[config.mk]
export PLATFORM = sky130hd
export DESIGN_NAME = mul_dot_ctrl
export DESIGN_NICKNAME = d
export VERILOG_FILES = /design/src/rtl/mul_dot_ctrl.sv
export SDC_FILE = /design/constraint.sdc
export NUM_CORES = 1
export LEC_CHECK = 0
export CORE_UTILIZATION = 40
export DETAILED_ROUTE_END_ITERATION = 16
export PLACE_DENSITY_LB_ADDON = 0.05
export SLEW_MARGIN = 40
export SYNTH_ARGS = -nofsm -noshare
export SYNTH_HDL_FRONTEND = slang
export SYNTH_SLANG_ARGS = --single-unit
export TNS_END_PERCENT = 100
[constraint.sdc]
create_clock -name clk_i -period 2.16 [get_ports clk_i]
set_input_delay 0.54 -clock clk_i [delete_from_list [all_inputs] [get_ports clk_i]]
set_output_delay 0.54 -clock clk_i [all_outputs]
set_load 0.005 [all_outputs]
[src/rtl/mul_dot_ctrl.sv]
// Dot-product sequencer for an 8x8 shift-add multiplier: fetches operand pairs,
// issues them one at a time and accumulates the products. Optional macro MUL_DOT_CTRL_SAT_EN.
//
// state     | meaning
// ----------+------------------------------------------------------
// IDLE      | waiting for start_i
// FETCH     | op_ready_o high, waiting for an operand pair
// ISSUE     | pulse mul_start_o once the multiplier is free
// WAIT_ACK  | waiting for mul_busy_i to rise
// WAIT_DONE | waiting for mul_busy_i to fall
// ACCUM     | add product, count pair, publish result on last pair
module mul_dot_ctrl #(
    parameter int N_PAIRS = 4,
    parameter int ACC_W   = 18
) (
    input  logic             clk_i,
    input  logic             rst_i,
    input  logic             start_i,
    output logic             busy_o,
    input  logic             op_valid_i,
    output logic             op_ready_o,
    input  logic [7:0]       op_a_bi,
    input  logic [7:0]       op_b_bi,
    output logic             mul_start_o,
    output logic [7:0]       mul_a_bo,
    output logic [7:0]       mul_b_bo,
    input  logic             mul_busy_i,
    input  logic [15:0]      mul_y_bi,
    output logic             res_valid_o,
`ifdef MUL_DOT_CTRL_SAT_EN
    output logic             ovf_o,
`endif
    output logic [ACC_W-1:0] y_bo
);

    localparam int CNT_W = (N_PAIRS > 1) ? $clog2(N_PAIRS) : 1;

    typedef enum logic [2:0] {
        S_IDLE,
        S_FETCH,
        S_ISSUE,
        S_WAIT_ACK,
        S_WAIT_DONE,
        S_ACCUM
    } state_t;

    state_t             r_state;
    logic [ACC_W-1:0]   r_acc;
    logic [CNT_W-1:0]   r_cnt;
    logic [7:0]         r_mul_a;
    logic [7:0]         r_mul_b;
    logic [ACC_W-1:0]   r_y;
    logic               r_res_valid;
    logic [ACC_W-1:0]   w_acc_next;
    logic               w_last;

`ifdef MUL_DOT_CTRL_SAT_EN
    logic [ACC_W:0]     w_sum;
    logic               r_ovf;

    assign w_sum      = (ACC_W+1)'(r_acc) + (ACC_W+1)'(mul_y_bi);
    // carry-out clamps to full scale; once there, any nonzero product carries again
    assign w_acc_next = w_sum[ACC_W] ? {ACC_W{1'b1}} : w_sum[ACC_W-1:0];
    assign ovf_o      = r_ovf;
`else
    assign w_acc_next = r_acc + ACC_W'(mul_y_bi);
`endif

    assign w_last = (r_cnt == CNT_W'(N_PAIRS - 1));

    always_ff @(posedge clk_i or posedge rst_i) begin
        if (rst_i) begin
            r_state     <= S_IDLE;
            r_acc       <= '0;
            r_cnt       <= '0;
            r_mul_a     <= '0;
            r_mul_b     <= '0;
            r_y         <= '0;
            r_res_valid <= 1'b0;
`ifdef MUL_DOT_CTRL_SAT_EN
            r_ovf       <= 1'b0;
`endif
        end else begin
            r_res_valid <= 1'b0;
            case (r_state)
                S_IDLE: begin
                    if (start_i) begin
                        r_acc   <= '0;
                        r_cnt   <= '0;
`ifdef MUL_DOT_CTRL_SAT_EN
                        r_ovf   <= 1'b0;
`endif
                        r_state <= S_FETCH;
                    end
                end
                S_FETCH: begin
                    if (op_valid_i) begin
                        r_mul_a <= op_a_bi;
                        r_mul_b <= op_b_bi;
                        r_state <= S_ISSUE;
                    end
                end
                S_ISSUE: begin
                    if (!mul_busy_i) r_state <= S_WAIT_ACK;
                end
                S_WAIT_ACK: begin
                    if (mul_busy_i) r_state <= S_WAIT_DONE;
                end
                S_WAIT_DONE: begin
                    if (!mul_busy_i) r_state <= S_ACCUM;
                end
                S_ACCUM: begin
                    r_acc <= w_acc_next;
                    r_cnt <= r_cnt + CNT_W'(1);
`ifdef MUL_DOT_CTRL_SAT_EN
                    if (w_sum[ACC_W]) r_ovf <= 1'b1;
`endif
                    if (w_last) begin
                        r_y         <= w_acc_next;
                        r_res_valid <= 1'b1;
                        r_state     <= S_IDLE;
                    end else begin
                        r_state     <= S_FETCH;
                    end
                end
                default: r_state <= S_IDLE;
            endcase
        end
    end

    // state decodes; start is gated by busy so a leftover operation holds ISSUE
    assign busy_o      = (r_state != S_IDLE);
    assign op_ready_o  = (r_state == S_FETCH);
    assign mul_start_o = (r_state == S_ISSUE) && !mul_busy_i;
    assign mul_a_bo    = r_mul_a;
    assign mul_b_bo    = r_mul_b;
    assign res_valid_o = r_res_valid;
    assign y_bo        = r_y;

endmodule

==> results.json, run 1 <==
{
  "fillCellCount": 622,
  "synth-adder-area-share": 0.0723,
  "critPathKind": "reg2reg",
  "cts_tree": "built",
  "syn_area_per_cell_sq_um": 9.90,
  "ys_warn_count": 0,
  "worstMarginPinSlew_ps": 370,
  "ir_worst_vdd_uv": 524,
  "syn_area_sq_um": 3220,
  "grt_start_max_net_pins": 30,
  "totalWireLength_mm": 8.18,
  "post_drt_wl_per_cell_um": 14.2,
  "gp_congestion": 0.863,
  "final_common_cell": "buf_4",
  "start_kind": "register",
  "htreeDepth": 3,
  "synth_edf_count": 0,
  "layout_common_cells": "buf_4, clkdlybuf4s50_1, dfrtp_1, nand2_1, o21ai_0",
  "first_pass_iters": 4,
  "finalSetupViolCount": 7,
  "clk_pin_slew_worst_paths_ps": 70,
  "status": "complete, but fails checks",
  "core_area_sq_um": 7770,
  "synth_top_family_by_area": "compound AO/OA/AOI/OAI gates",
  "violations": "negative setup slack",
  "slew_headroom": 0.752,
  "timing.final.crit_period_ps": 2260,
  "required_ps": 2380,
  "rrSetupSlack_ps": -100,
  "max_freq_ghz": 0.443,
  "synth_area_leader_cell": "dfrtp_1",
  "synth_compound_area_frac": 0.177,
  "cp.arrival_ps": 2480,
  "die_area_sq_um": 8410,
  "layout-area-overhead-vs-synth_pct": 58.7,
  "clk_path_buf_depth": 2,
  "synth_seq_cells": 58,
  "setup-tns-final_ps": -500,
  "synthMuxAreaShare": 0.0781,
  "cellPowerDensity_nw_per_um2": 1240,
  "grt_overflow": 0,
  "antenna_cells": 0,
  "clock_sinks": 58,
  "power_mw": 6.35,
  "fin_ws_ps": -96.6,
  "synth_top_area_share": 0.451,
  "die_w_um": 91.7,
  "first_iter_violations": 73,
  "num_rows": 32,
  "ys_seq_area_frac": 0.451,
  "synthTopCellsByArea": "dfrtp_1, ha_1, mux2_2, nand2_1, o21ai_0",
  "cts_buffers": 9,
  "hold_slack_ps": 475,
  "final_nets": 523,
  "p_leak_nw": 2.26,
  "grt_antenna_before_repair": 0,
  "ant_nets": 0,
  "fin_crit_sh": 1.04,
  "netlist_instances": 325,
  "insertion_delay_ps": 340,
  "min_path_type": "reg2reg",
  "slew_viol_final": 0,
  "cts_hold_buf": 0,
  "synth.distinct_cells": 49,
  "vias_per_cell": 5.06,
  "grt_usage": 0.204,
  "skew_ps": 6.71,
  "ios": 75,
  "start_util": 0.414,
  "async_flop_share": 1.00,
  "drcViolationCount": 0,
  "grt_pass1_vias": 2786,
  "synthSimpleGateAreaFrac": 0.153,
  "cp_max_fo": 3,
  "dp_hpwl_mm": 5.92,
  "vias": 2909,
  "portBuffers": 74,
  "synth_fp_nets": 380,
  "maxCapViolCount": 0,
  "root_buffer": "clkbuf_8",
  "grt_setup_unrepaired": "yes",
  "synth_xor_area_frac": 0.0381,
  "cp-end-kind": "register",
  "ys.flop_type": "dfrtp_1",
  "grt_pass1_wl_mm": 13.3,
  "chipHeight_um": 91.7,
  "hold_violations": 0,
  "drive_gt1_frac": 0.332
}
critical path: stages, from the launching register on:
cell      delay, ps
dfrtp_1         410
ha_4            170
fa_2            360
a211oi_4        290
nor4b_2          90
nor3_2          170
a211oi_2        140
buf_4           160
a21oi_2         130
xor2_1          150
o21ai_1          70
registers in the layout (all words and copies together), names as in the netlist:
| signal | flops |
|---|---|
| r_cnt | 2 |
| mul_b_bo | 8 |
| y_bo | 18 |
| res_valid_o | 1 |
| r_acc | 18 |
| mul_a_bo | 8 |
| r_state | 3 |
synth_stat cells, types with 2 or more instances:
| cell | n |
|---|---|
| or3_1 | 3 |
| a221oi_1 | 2 |
| nand2b_1 | 4 |
| nand3b_1 | 2 |
| mux2i_1 | 6 |
| inv_1 | 9 |
| o21ai_0 | 33 |
| nand3_1 | 5 |
| nor3b_1 | 2 |
| o21a_1 | 3 |
| a22o_1 | 4 |
| o211ai_1 | 2 |
| o21bai_1 | 5 |
| nor3_2 | 2 |
| ha_1 | 17 |
| nor3_1 | 10 |
| mux2_2 | 17 |
| or2_2 | 2 |
| a21oi_1 | 23 |
| xor2_1 | 7 |
| xnor2_1 | 7 |
| buf_2 | 6 |
| a21o_1 | 4 |
| dfrtp_1 | 58 |
| a211oi_1 | 3 |
| clkbuf_1 | 8 |
| a211oi_2 | 2 |
| nand4_1 | 4 |
| nand2_1 | 49 |
| nor2_1 | 7 |
report_power, final:
| part | leakage [nW] | switching, mW | internal [mW] |
|---|---|---|---|
| Sequential | 0.675 | 0.284 | 1.50 |
| Combinational | 1.49 | 1.50 | 2.04 |
| Clock | 0.0986 | 0.440 | 0.594 |
stage by stage:
step | instance area [sq um] | std cells | setup WS (ps) | utilization
floorplan | 3300 | 325 | -83.2 | -
global placement | 4520 | 542 | -723 | 0.582
detailed placement | 4520 | 542 | -768 | 0.582
CTS | 4950 | 573 | -176 | 0.637
global route | 5110 | 575 | -207 | 0.658
finish | 5110 | 575 | -96.6 | 0.658
layout make-up:
type | count | area (sq um) | area share
Clock buffer | 12 | 155 | 0.0304
Clock inverter | 4 | 50.0 | 0.00980
Inverter | 9 | 33.8 | 0.00661
Multi-Input combinational cell | 243 | 1980 | 0.387
Sequential cell | 58 | 1460 | 0.285
Tap cell | 102 | 128 | 0.0250
Timing Repair Buffer | 147 | 1310 | 0.256
metal layers:
metal | track usage | share of wire
met1 | 0.274 | 0.47
met2 | 0.325 | 0.47
met3 | 0.0323 | 0.039
met4 | 0.0898 | 0.014
met5 | 0 | 0
final timing paths:
| kind | startpoint | to | cells past startpoint |
|---|---|---|---|
| max in group asynchronous | rst_i | r_state[0] | 3 |
| min in group asynchronous | rst_i | mul_a_bo[2] | 3 |
| min | y_bo[1] | y_bo[1] | 2 |
| max reg2reg | r_acc[0] | y_bo[14] | 10 |
| min reg2reg | y_bo[1] | y_bo[1] | 2 |
| max | r_acc[0] | y_bo[14] | 10 |
logic make-up after synthesis:
logic type | Yosys count
AOI/OAI and AO/OA | 89
xor gates and xnor gates | 14
adders and majority gates | 18
buffers and inverters | 24
DFF | 58
muxes | 23
and+or+nand+nor | 99
timing repair:
action	in CTS	in global routing
gates cloned	0	0
gates resized for setup	40	34
setup buffers	15	5
pin swaps	25	37
endpoints found under the hold margin	0	0
setup endpoints to repair	29	25
(Power assumes the default switching activity.)
==> run 2: changes to the inputs <==
--- a/config.mk
+++ b/config.mk
@@ -6,9 +6,9 @@
 export NUM_CORES = 1
 export LEC_CHECK = 0
 export CORE_UTILIZATION = 40
+export CTS_CLUSTER_DIAMETER = 200
 export DETAILED_ROUTE_END_ITERATION = 16
 export PLACE_DENSITY_LB_ADDON = 0.05
-export SLEW_MARGIN = 40
 export SYNTH_ARGS = -nofsm -noshare
 export SYNTH_HDL_FRONTEND = slang
 export SYNTH_SLANG_ARGS = --single-unit
==> constraint.sdc (replaced) <==
create_clock -name clk_i -period 2.16 [get_ports clk_i]
set_input_delay 0.216 -clock clk_i [delete_from_list [all_inputs] [get_ports clk_i]]
set_output_delay 0.216 -clock clk_i [all_outputs]
set_load 0.005 [all_outputs]
==> results.json, run 2 (synthesized netlist as in run 1, its figures left out) <==
{
  "first_pass_iters": 4,
  "p_leak_nw": 2.09,
  "cts_tree": "built",
  "cts_buffers": 9,
  "layout-area-overhead-vs-synth_pct": 47.9,
  "drcViolationCount": 0,
  "power_frac_clock": 0.154,
  "grt_pass1_vias": 2679,
  "p_int_mw": 3.70,
  "violations": "negative setup slack",
  "die_area_sq_um": 8410,
  "regArea_sq_um": 1450,
  "cp_max_fo": 4,
  "insertion_delay_ps": 330,
  "start_util": 0.414,
  "power_mw": 5.82,
  "worstMarginPinSlew_ps": 466,
  "drive_gt1_frac": 0.258,
  "cp_num_buf_inv": 0,
  "fin_area_sq_um": 4760,
  "ir_worst_vdd_uv": 612,
  "power_frac_comb": 0.534,
  "ios": 75,
  "gp_congestion": 0.850,
  "max_freq_ghz": 0.443,
  "chipHeight_um": 91.7,
  "clock_sinks": 58,
  "critical-path-max-stage-delay_ps": 420,
  "fin_ws_ps": -98.5,
  "fin_crit_sh": 1.05,
  "antenna_cells": 0,
  "pre_cts_ws_ps": -413,
  "grt_overflow": 0,
  "final_nets": 499,
  "grt_antenna_before_repair": 0,
  "grt_start_max_net_pins": 25,
  "grt_pass1_wl_mm": 12.6,
  "layout_common_cells": "clkdlybuf4s50_1, dfrtp_1, nand2_1, buf_4, o21ai_0",
  "htreeDepth": 3,
  "cp.arrival_ps": 2520,
  "core_area_sq_um": 7770,
  "final_common_cell": "clkdlybuf4s50_1",
  "die_w_um": 91.7,
  "root_buffer": "clkbuf_8",
  "vias": 2797,
  "finalSetupViolCount": 5,
  "min_path_type": "in2async",
  "dp_hpwl_mm": 5.68,
  "first_iter_violations": 91,
  "start_kind": "register",
  "power_frac_seq": 0.312,
  "p_sw_frac": 0.363,
  "clk_pin_slew_worst_paths_ps": 70,
  "post_drt_wl_per_cell_um": 14.2,
  "vias_per_cell": 5.08,
  "ant_nets": 0,
  "slew_viol_final": 0,
  "fillCellCount": 688,
  "required_ps": 2420,
  "power.switching_mw": 2.11,
  "timing.final.crit_period_ps": 2260,
  "status": "complete, but fails checks",
  "totalWireLength_mm": 7.81,
  "cellPowerDensity_nw_per_um2": 1220,
  "skew_ps": 8.18,
  "cpLargestDelayFamily": "simple AND/OR/NAND/NOR gates",
  "dpl-instance-area_sq_um": 4340,
  "maxCapViolCount": 0,
  "multiInputGateArea_sq_um": 1840,
  "hold_violations": 0,
  "grt_setup_unrepaired": "yes",
  "slowest_stage": "dfrtp_1",
  "slew_headroom": 0.689,
  "cp-end-kind": "register",
  "portBuffers": 74,
  "crit_chain": "ha_4 > nand4_1 > nor4b_2 > nor3_2 > a211oi_2 > a41oi_2 > or3_1 > o21ai_2",
  "grt_usage": 0.190,
  "clk_path_buf_depth": 2,
  "critPathKind": "reg2reg",
  "num_rows": 32
}
-- run 2: cell types whose count changed in the layout (fill, tap and decap cells not counted), moves of 3 or more --
| cell | delta |
|---|---|
| a21oi_2 | -4 |
| dlygate4sd2_1 | -4 |
| ha_4 | -6 |
| ha_1 | +5 |
| dfrtp_2 | -3 |
| buf_4 | -22 |
| clkdlybuf4s15_1 | -6 |
| clkdlybuf4s50_1 | +13 |
| dfrtp_1 | +3 |
-- run 2: metal layers --
metal,share of wire,vias to the layer above,track usage
li1,-,1408,-
met1,0.49,1328,0.261
met2,0.46,51,0.289
met3,0.033,10,0.0365
met4,0.013,0,0.0924
met5,0,-,0
-- run 2: worst paths after layout --
kind,start,endpoint,slack [ps],depth (start not counted)
worst max-delay path,r_acc[8],r_acc[16],-100,8
worst min-delay path,rst_i,mul_a_bo[7],200,2
worst max register to register,r_acc[8],r_acc[16],-100,8
worst min register to register,y_bo[3],y_bo[3],480,2
max in group asynchronous,rst_i,r_acc[7],1390,3
min in group clk_i,y_bo[3],y_bo[3],480,2
-- run 2: final cells by class --
type                    instances  area share
clock buffers                  10      0.0289
repair buffers                123       0.236
inverters                       9     0.00710
flip-flops and latches         58       0.305
well taps                     102      0.0268
multi-input cells             243       0.387
clock inverters                 6     0.00894
-- run 2: timing repair --
item                       4_1_cts  5_1_grt
setup endpoints to repair       14       20
resized for setup               10       28
hold buffers                     0        0
pin swaps                        5       12
buffers inserted                 2        7
-- run 2: worst reg2reg max path: stages, from the launching register on --
cell and delay, ps:
dfrtp_1 420, ha_4 300, nand4_1 130, nor4b_2 320, nor3_2 80, a211oi_2 330
a41oi_2 190, or3_1 350, o21ai_2 60
-- run 2: power groups by stage --
stage	clock, mW	sequential (mW)	combinational (mW)
floorplan	0	1.74	1.57
detailed placement	0	1.82	2.78
finish	0.898	1.82	3.10
CTS	0.918	1.80	2.85
global placement	0	1.80	2.76
global route	0.957	1.88	3.40
-- run 2: metrics by stage --
stage | hold slack [ps] | std cells | setup TNS [ps] | util
2_1_floorplan | 368 | 325 | 0 | -
3_3_place_gp | 461 | 526 | -5670 | 0.558
3_5_place_dp | 471 | 526 | -6930 | 0.558
4_1_cts | 203 | 544 | -131 | 0.587
5_1_grt | 228 | 551 | -1400 | 0.613
6_report | 200 | 551 | -344 | 0.613
